## config.mk

```make
export PLATFORM = sky130hd
export DESIGN_NAME = serdes_startup_ctrl_flat
export DESIGN_NICKNAME = d
export VERILOG_FILES = /design/src/rtl/serdes_startup_ctrl_if.sv /design/src/rtl/serdes_startup_ctrl.sv /design/src/flat_wrapper.sv
export SDC_FILE = /design/constraint.sdc
export NUM_CORES = 1
export LEC_CHECK = 0
export CAP_MARGIN = 30
export CORE_MARGIN = 5
export CORE_UTILIZATION = 57
export DETAILED_ROUTE_END_ITERATION = 8
export MAX_ROUTING_LAYER = met4
export PLACE_DENSITY_LB_ADDON = 0.15
export SYNTH_ARGS = -nofsm -noshare
export SYNTH_HDL_FRONTEND = slang
export SYNTH_SLANG_ARGS = --single-unit
```

## constraint.sdc

```tcl
create_clock -name clk -period 2.11 [get_ports clk]
set_input_delay 0.211 -clock clk [delete_from_list [all_inputs] [get_ports clk]]
set_output_delay 0.211 -clock clk [all_outputs]
set_load 0.01 [all_outputs]
```

## src/rtl/serdes_startup_ctrl_if.sv

```systemverilog
// Interface bundling the sequencer's lock/restart inputs and clock-path
// control outputs. The master modport is the sequencer; the slave modport is
// the environment (MMCM, BUFGCE_DIV, OSERDESE3 and data path).
interface serdes_startup_ctrl_if;
  logic       mmcm_locked;
  logic       restart;
  logic       div_clr;
  logic       div_ce;
  logic       serdes_rst;
  logic       data_en;
  logic       busy;
  logic       err;
  logic [2:0] state_o;

  modport master (
    input  mmcm_locked, restart,
    output div_clr, div_ce, serdes_rst, data_en, busy, err, state_o
  );

  modport slave (
    output mmcm_locked, restart,
    input  div_clr, div_ce, serdes_rst, data_en, busy, err, state_o
  );
endinterface

```

## src/rtl/serdes_startup_ctrl.sv

```systemverilog
// Power-up / recovery sequencer for the DAC serializer clocking path.
// Waits for a stable MMCM lock, clears then enables BUFGCE_DIV, holds the
// OSERDESE3 reset and finally releases the parallel data path.
// Optional feature macro: SERDES_TIMEOUT_EN adds a lock-wait timeout that
// parks the sequencer in ERR until restart; without it err is tied low.
module serdes_startup_ctrl #(
  parameter int LOCK_WAIT  = 64,
  parameter int CLR_CYC    = 8,
  parameter int SETTLE_CYC = 16,
  parameter int RST_CYC    = 32,
  parameter int CNT_W      = 16
`ifdef SERDES_TIMEOUT_EN
  , parameter int TIMEOUT_CYC = 65535
`endif
) (
  input  logic                  clk,
  input  logic                  rst_n,
  serdes_startup_ctrl_if.master io_ctl
);

  typedef enum logic [2:0] {
    S_WAIT_LOCK = 3'd0,
    S_CLR       = 3'd1,
    S_SETTLE    = 3'd2,
    S_SRST      = 3'd3,
    S_RUN       = 3'd4,
    S_ERR       = 3'd5
  } state_t;

  localparam logic [CNT_W-1:0] LOCK_LAST   = CNT_W'(LOCK_WAIT - 1);
  localparam logic [CNT_W-1:0] CLR_LAST    = CNT_W'(CLR_CYC - 1);
  localparam logic [CNT_W-1:0] SETTLE_LAST = CNT_W'(SETTLE_CYC - 1);
  localparam logic [CNT_W-1:0] RST_LAST    = CNT_W'(RST_CYC - 1);
  localparam logic [CNT_W-1:0] CNT_MAX     = {CNT_W{1'b1}};

  state_t           r_state, w_state_next;
  logic [CNT_W-1:0] r_cnt, w_cnt_next, w_cnt_inc;
  logic             r_sync1, r_locked_s;
  logic             r_div_clr, r_div_ce, r_serdes_rst, r_data_en, r_busy;
  logic             w_div_clr, w_div_ce, w_serdes_rst, w_data_en, w_busy;
  logic             w_seq_state;

  assign w_cnt_inc   = (r_cnt == CNT_MAX) ? r_cnt : r_cnt + 1'b1;
  assign w_seq_state = (r_state == S_CLR) || (r_state == S_SETTLE) ||
                       (r_state == S_SRST) || (r_state == S_RUN);

`ifdef SERDES_TIMEOUT_EN
  localparam logic [CNT_W-1:0] TMO_LAST = CNT_W'(TIMEOUT_CYC - 1);
  logic [CNT_W-1:0] r_tmo, w_tmo_next, w_tmo_inc;
  logic             r_err;
  assign w_tmo_inc = (r_tmo == CNT_MAX) ? r_tmo : r_tmo + 1'b1;
`endif

  // Two-flop synchroniser for the asynchronous MMCM LOCKED pin
  always_ff @(posedge clk or negedge rst_n) begin
    if (!rst_n) begin
      r_sync1    <= 1'b0;
      r_locked_s <= 1'b0;
    end else begin
      r_sync1    <= io_ctl.mmcm_locked;
      r_locked_s <= r_sync1;
    end
  end

  // Next state and counter; lock loss overrides restart, which overrides the count
  always_comb begin
    w_state_next = r_state;
    w_cnt_next   = w_cnt_inc;
`ifdef SERDES_TIMEOUT_EN
    w_tmo_next   = '0;
`endif
    unique case (r_state)
      S_WAIT_LOCK: begin
        if (!r_locked_s) begin
          w_cnt_next = '0;
        end else if (r_cnt == LOCK_LAST) begin
          w_state_next = S_CLR;
          w_cnt_next   = '0;
        end
`ifdef SERDES_TIMEOUT_EN
        if (w_state_next == S_WAIT_LOCK) begin
          if (r_tmo == TMO_LAST) begin
            w_state_next = S_ERR;
            w_cnt_next   = '0;
          end else begin
            w_tmo_next = w_tmo_inc;
          end
        end
`endif
      end
      S_CLR: begin
        if (r_cnt == CLR_LAST) begin
          w_state_next = S_SETTLE;
          w_cnt_next   = '0;
        end
      end
      S_SETTLE: begin
        if (r_cnt == SETTLE_LAST) begin
          w_state_next = S_SRST;
          w_cnt_next   = '0;
        end
      end
      S_SRST: begin
        if (r_cnt == RST_LAST) begin
          w_state_next = S_RUN;
          w_cnt_next   = '0;
        end
      end
      S_RUN: begin
        w_cnt_next = '0;
      end
      S_ERR: begin
        w_cnt_next = '0;
        if (io_ctl.restart) w_state_next = S_WAIT_LOCK;
      end
      default: begin
        w_state_next = S_WAIT_LOCK;
        w_cnt_next   = '0;
      end
    endcase
    if (w_seq_state && r_locked_s && io_ctl.restart) begin
      w_state_next = S_CLR;
      w_cnt_next   = '0;
    end
    if (w_seq_state && !r_locked_s) begin
      w_state_next = S_WAIT_LOCK;
      w_cnt_next   = '0;
    end
  end

  // Moore output decode of the upcoming state so outputs move with the state
  always_comb begin
    w_div_clr    = 1'b1;
    w_div_ce     = 1'b0;
    w_serdes_rst = 1'b1;
    w_data_en    = 1'b0;
    w_busy       = 1'b1;
    unique case (w_state_next)
      S_SETTLE, S_SRST: begin
        w_div_clr = 1'b0;
        w_div_ce  = 1'b1;
      end
      S_RUN: begin
        w_div_clr    = 1'b0;
        w_div_ce     = 1'b1;
        w_serdes_rst = 1'b0;
        w_data_en    = 1'b1;
        w_busy       = 1'b0;
      end
      S_ERR: begin
        w_busy = 1'b0;
      end
      default: begin
      end
    endcase
  end

  // State, counter and registered output flops
  always_ff @(posedge clk or negedge rst_n) begin
    if (!rst_n) begin
      r_state      <= S_WAIT_LOCK;
      r_cnt        <= '0;
      r_div_clr    <= 1'b1;
      r_div_ce     <= 1'b0;
      r_serdes_rst <= 1'b1;
      r_data_en    <= 1'b0;
      r_busy       <= 1'b1;
    end else begin
      r_state      <= w_state_next;
      r_cnt        <= w_cnt_next;
      r_div_clr    <= w_div_clr;
      r_div_ce     <= w_div_ce;
      r_serdes_rst <= w_serdes_rst;
      r_data_en    <= w_data_en;
      r_busy       <= w_busy;
    end
  end

`ifdef SERDES_TIMEOUT_EN
  // Lock-wait timeout counter and the sticky error flag it drives
  always_ff @(posedge clk or negedge rst_n) begin
    if (!rst_n) begin
      r_tmo <= '0;
      r_err <= 1'b0;
    end else begin
      r_tmo <= w_tmo_next;
      r_err <= (w_state_next == S_ERR);
    end
  end
  assign io_ctl.err = r_err;
`else
  assign io_ctl.err = 1'b0;
`endif

  assign io_ctl.div_clr    = r_div_clr;
  assign io_ctl.div_ce     = r_div_ce;
  assign io_ctl.serdes_rst = r_serdes_rst;
  assign io_ctl.data_en    = r_data_en;
  assign io_ctl.busy       = r_busy;
  assign io_ctl.state_o    = r_state;

endmodule

```

## src/flat_wrapper.sv

```systemverilog
// flat-port wrapper written by rule: the top's interface ports become plain ports
module serdes_startup_ctrl_flat 
#(
  parameter int LOCK_WAIT  = 64,
  parameter int CLR_CYC    = 8,
  parameter int SETTLE_CYC = 16,
  parameter int RST_CYC    = 32,
  parameter int CNT_W      = 16

)
  (clk, rst_n, io_ctl_mmcm_locked, io_ctl_restart, io_ctl_div_clr, io_ctl_div_ce, io_ctl_serdes_rst, io_ctl_data_en, io_ctl_busy, io_ctl_err, io_ctl_state_o);
  serdes_startup_ctrl_if io_ctl_i ();
  input  logic clk;
  input  logic rst_n;
  input wire logic [$bits(io_ctl_i.mmcm_locked)-1:0] io_ctl_mmcm_locked;
  input wire logic [$bits(io_ctl_i.restart)-1:0] io_ctl_restart;
  output wire logic [$bits(io_ctl_i.div_clr)-1:0] io_ctl_div_clr;
  output wire logic [$bits(io_ctl_i.div_ce)-1:0] io_ctl_div_ce;
  output wire logic [$bits(io_ctl_i.serdes_rst)-1:0] io_ctl_serdes_rst;
  output wire logic [$bits(io_ctl_i.data_en)-1:0] io_ctl_data_en;
  output wire logic [$bits(io_ctl_i.busy)-1:0] io_ctl_busy;
  output wire logic [$bits(io_ctl_i.err)-1:0] io_ctl_err;
  output wire logic [$bits(io_ctl_i.state_o)-1:0] io_ctl_state_o;
  assign io_ctl_i.mmcm_locked = io_ctl_mmcm_locked;
  assign io_ctl_i.restart = io_ctl_restart;
  assign io_ctl_div_clr = io_ctl_i.div_clr;
  assign io_ctl_div_ce = io_ctl_i.div_ce;
  assign io_ctl_serdes_rst = io_ctl_i.serdes_rst;
  assign io_ctl_data_en = io_ctl_i.data_en;
  assign io_ctl_busy = io_ctl_i.busy;
  assign io_ctl_err = io_ctl_i.err;
  assign io_ctl_state_o = io_ctl_i.state_o;
  serdes_startup_ctrl #(.LOCK_WAIT(LOCK_WAIT), .CLR_CYC(CLR_CYC), .SETTLE_CYC(SETTLE_CYC), .RST_CYC(RST_CYC), .CNT_W(CNT_W)) u_core (.clk(clk), .rst_n(rst_n), .io_ctl(io_ctl_i));
endmodule
```

==> flow_metrics.py <==
metrics = {
    "status": {
        "status": "completed",
    },
    "timing": {
        "fin_crit_sh": 0.945,
        "setup_slack_ns": 0.117,
        "rsz0062_at_grt": "false",
        "slew_viol_final": 0,
        "finalSetupViolations": 0,
        "final.min_clock_period_ns": 1.99,
        "fmax_mhz": 502,
        "clock_skew_ns": 0.00782,
        "fin_setup_tns_ns": 0,
        "hold_viol_final": 0,
    },
    "placement": {
        "gp_congestion": 0.963,
        "dp_hpwl_mm": 2.09,
        "io_buffers": 11,
        "place_area_um2": 1650,
        "place_inst": 187,
        "pre_cts_ws_ns": 0.0391,
    },
    "global_routing": {
        "grt_pass1_wl_mm": 4.71,
        "grt_max_degree": 27,
        "antenna_found_initial": 0,
        "first_global_vias": 1070,
        "track_usage": 0.172,
        "gr-total-overflow": 0,
    },
    "pwr": {
        "p_total_uw": 1340,
        "powerDensity_nw_per_um2": 776,
        "p_leak_uw": 0.000716,
        "peakVddDrop_mv": 0.609,
    },
    "clock_network": {
        "clockBufferDepth": 2,
        "cts_tree": "built",
        "path_clk_slew_ns": 0.14,
        "ctsHoldBuffers": 0,
        "root_buffer": "clkbuf_4",
        "htreeDepth": 1,
        "numCtsBuffers": 3,
        "worstSkewPairLatency_ns": 0.33,
        "cts.sinks": 26,
    },
    "die": {
        "boundaryPins": 13,
        "floorplan.initialDensity": 0.602,
        "die_area_um2": 3800,
        "rows": 18,
        "design.core.area_um2": 2520,
        "die_h_um": 61.6,
        "die_w_um": 61.6,
    },
    "synth": {
        "syn_area_um2": 1520,
        "ys_types": 53,
        "synth_nets": 155,
        "syn_area_per_cell_um2": 10.1,
        "ys.flop_type": "dfrtp_1",
        "ys_async_sr_fraction": 1.00,
        "synthCells": 150,
        "ys_ff_latch": 26,
        "synth_edf_count": 0,
        "yosysWarnings": 0,
        "yosysSeqAreaShare": 0.431,
    },
    "cells_and_area": {
        "nFillCells": 201,
        "drive_gt1_frac": 0.235,
        "nets": 168,
        "synthToLayoutAreaGrowth_pct": 14.0,
        "finalNonFillerCells": 192,
        "insertedDiodeCount": 0,
        "design_area_um2": 1730,
    },
    "worst_setup_path": {
        "critPathCaptureType": "flip-flop",
        "required_ns": 2.35,
        "startpoint_type": "flip-flop",
        "arrival_ns": 2.24,
        "crit_fanout": 16,
        "crit_type": "flip-flop to flip-flop",
    },
    "route": {
        "viasPerCell": 6.03,
        "first_iter_violations": 35,
        "route.detailed.drc": 0,
        "wl_mm": 2.86,
        "firstDrtPassIters": 4,
        "final_antenna_net_count": 0,
        "dr_total_vias": 1158,
        "routedWlPerCell_um": 14.9,
    },
    "worst_hold_path": {
        "hold_path_class": "input pin to async pin",
    },
    "run": {
        "maxCapViolCount": 0,
    },
}
## registers in the layout (all words and copies together), names as in the netlist
register	count
u_core.io_ctl.busy	1
u_core.io_ctl.data_en	1
u_core.io_ctl.div_ce	1
u_core.io_ctl.div_clr	1
u_core.io_ctl.serdes_rst	1
u_core.io_ctl.state_o	3
u_core.r_cnt	16
u_core.r_locked_s	1
u_core.r_sync1	1
## critical path: stages (launching register included)
cell and delay (ns):
dfrtp_1 0.45, ha_4 0.20, and4bb_2 0.25, and4_1 0.20
o21ai_0 0.31, a31oi_4 0.14, buf_12 0.18, a211oi_1 0.17
## logic make-up after synthesis
family | after synthesis | synth area share
xor gates and xnor gates | 12 | 0.0692
AOI/OAI and AO/OA | 25 | 0.124
muxes | 3 | 0.0206
adders and majority gates | 1 | 0.00824
buffers and inverters | 16 | 0.0585
other | 1 | 0.00247
DFF | 26 | 0.431
and+or+nand+nor | 66 | 0.286
## per-stage QoR
stage	hold WS, ns	util
finish	0.214	0.687
global route	0.235	0.687
CTS	0.220	0.675
detailed placement	0.337	0.654
global placement	0.333	0.654
floorplan	-0.0846	-
## metal layers
| metal | up-vias | GRT usage | share of wire |
|---|---|---|---|
| met5 | - | - | 0 |
| met4 | 0 | 0.0576 | 0.014 |
| met3 | 5 | 0.0356 | 0.050 |
| met2 | 33 | 0.260 | 0.47 |
| met1 | 558 | 0.229 | 0.47 |
| li1 | 562 | - | - |
## cell type report
type	count	area (um2)	share of cell area
Clock inverter	1	30.0	0.0173
Clock buffer	3	22.5	0.0130
Tap cell	30	37.5	0.0217
Inverter	8	30.0	0.0173
Multi-Input combinational cell	108	797	0.460
Timing Repair Buffer	16	160	0.0925
Sequential cell	26	654	0.378
## synthesized netlist by cell type (3+ instances only)
library cell  instances  area (um2)
buf_6                 3        33.8
dfstp_2               3        78.8
nor3_1                3        15.0
dfrtp_1              23         576
nor2_2               10        62.6
o21ai_0               3        15.0
xnor2_1               3        26.3
nand2b_1              4        25.0
nand2_1               7        26.3
and2_1                3        18.8
nor2_1               10        37.5
o211ai_1              5        37.5
xor2_1                9        78.8
a21oi_1               4        20.0
inv_1                 7        26.3
nand4_1               7        43.8
## report_power, final
group	internal (uW)	switching, uW	total (uW)
logic	190	211	402
clock network	192	152	344
registers	533	64.7	598
## placed cells by master, fill, tap and decap left out, types with 2 or more instances in the layout
cell type | Yosys | final
and4_1 | 2 | 2
nor3_1 | 3 | 3
o211ai_1 | 5 | 5
buf_4 | 1 | 4
and2_1 | 3 | 3
o2111ai_1 | 2 | 2
o21ai_0 | 3 | 3
clkdlybuf4s50_1 | 0 | 11
xor2_1 | 9 | 9
a311oi_1 | 2 | 2
nor2b_1 | 2 | 2
and3_1 | 2 | 2
a211oi_1 | 2 | 2
clkbuf_4 | 0 | 3
nor4_4 | 1 | 2
nor2_2 | 10 | 10
xnor2_1 | 3 | 3
a21oi_1 | 4 | 4
inv_1 | 7 | 7
nand2b_1 | 4 | 4
nor2_1 | 10 | 10
nand4_1 | 7 | 7
dfrtp_1 | 23 | 23
nand2_1 | 7 | 7
mux2i_1 | 2 | 2
dfstp_2 | 3 | 3
## path summary, 6_finish.rpt
kind / from / endpoint / slack, ns / cells after the start
worst max-delay path: u_core.r_cnt[0]$_DFF_PN0_ / u_core.r_cnt[12]$_DFF_PN0_ / 0.12 / 7
worst min-delay path: rst_n / u_core.r_cnt[15]$_DFF_PN0_ / 0.21 / 2
worst max register to register: u_core.r_cnt[0]$_DFF_PN0_ / u_core.r_cnt[12]$_DFF_PN0_ / 0.12 / 7
worst min register to register: u_core.r_sync1$_DFF_PN0_ / u_core.r_locked_s$_DFF_PN0_ / 0.37 / 0
max in group asynchronous: rst_n / u_core.io_ctl.div_clr$_DFF_PN1_ / 1.61 / 2
min in group clk: io_ctl_mmcm_locked / u_core.r_sync1$_DFF_PN0_ / 0.29 / 1
## timing repair
action / CTS / global route
buffers inserted: 0 / 1
resized for setup: 0 / 3
endpoints found under the setup margin: 0 / 19
No activity file was read; power rests on OpenSTA's default activity.
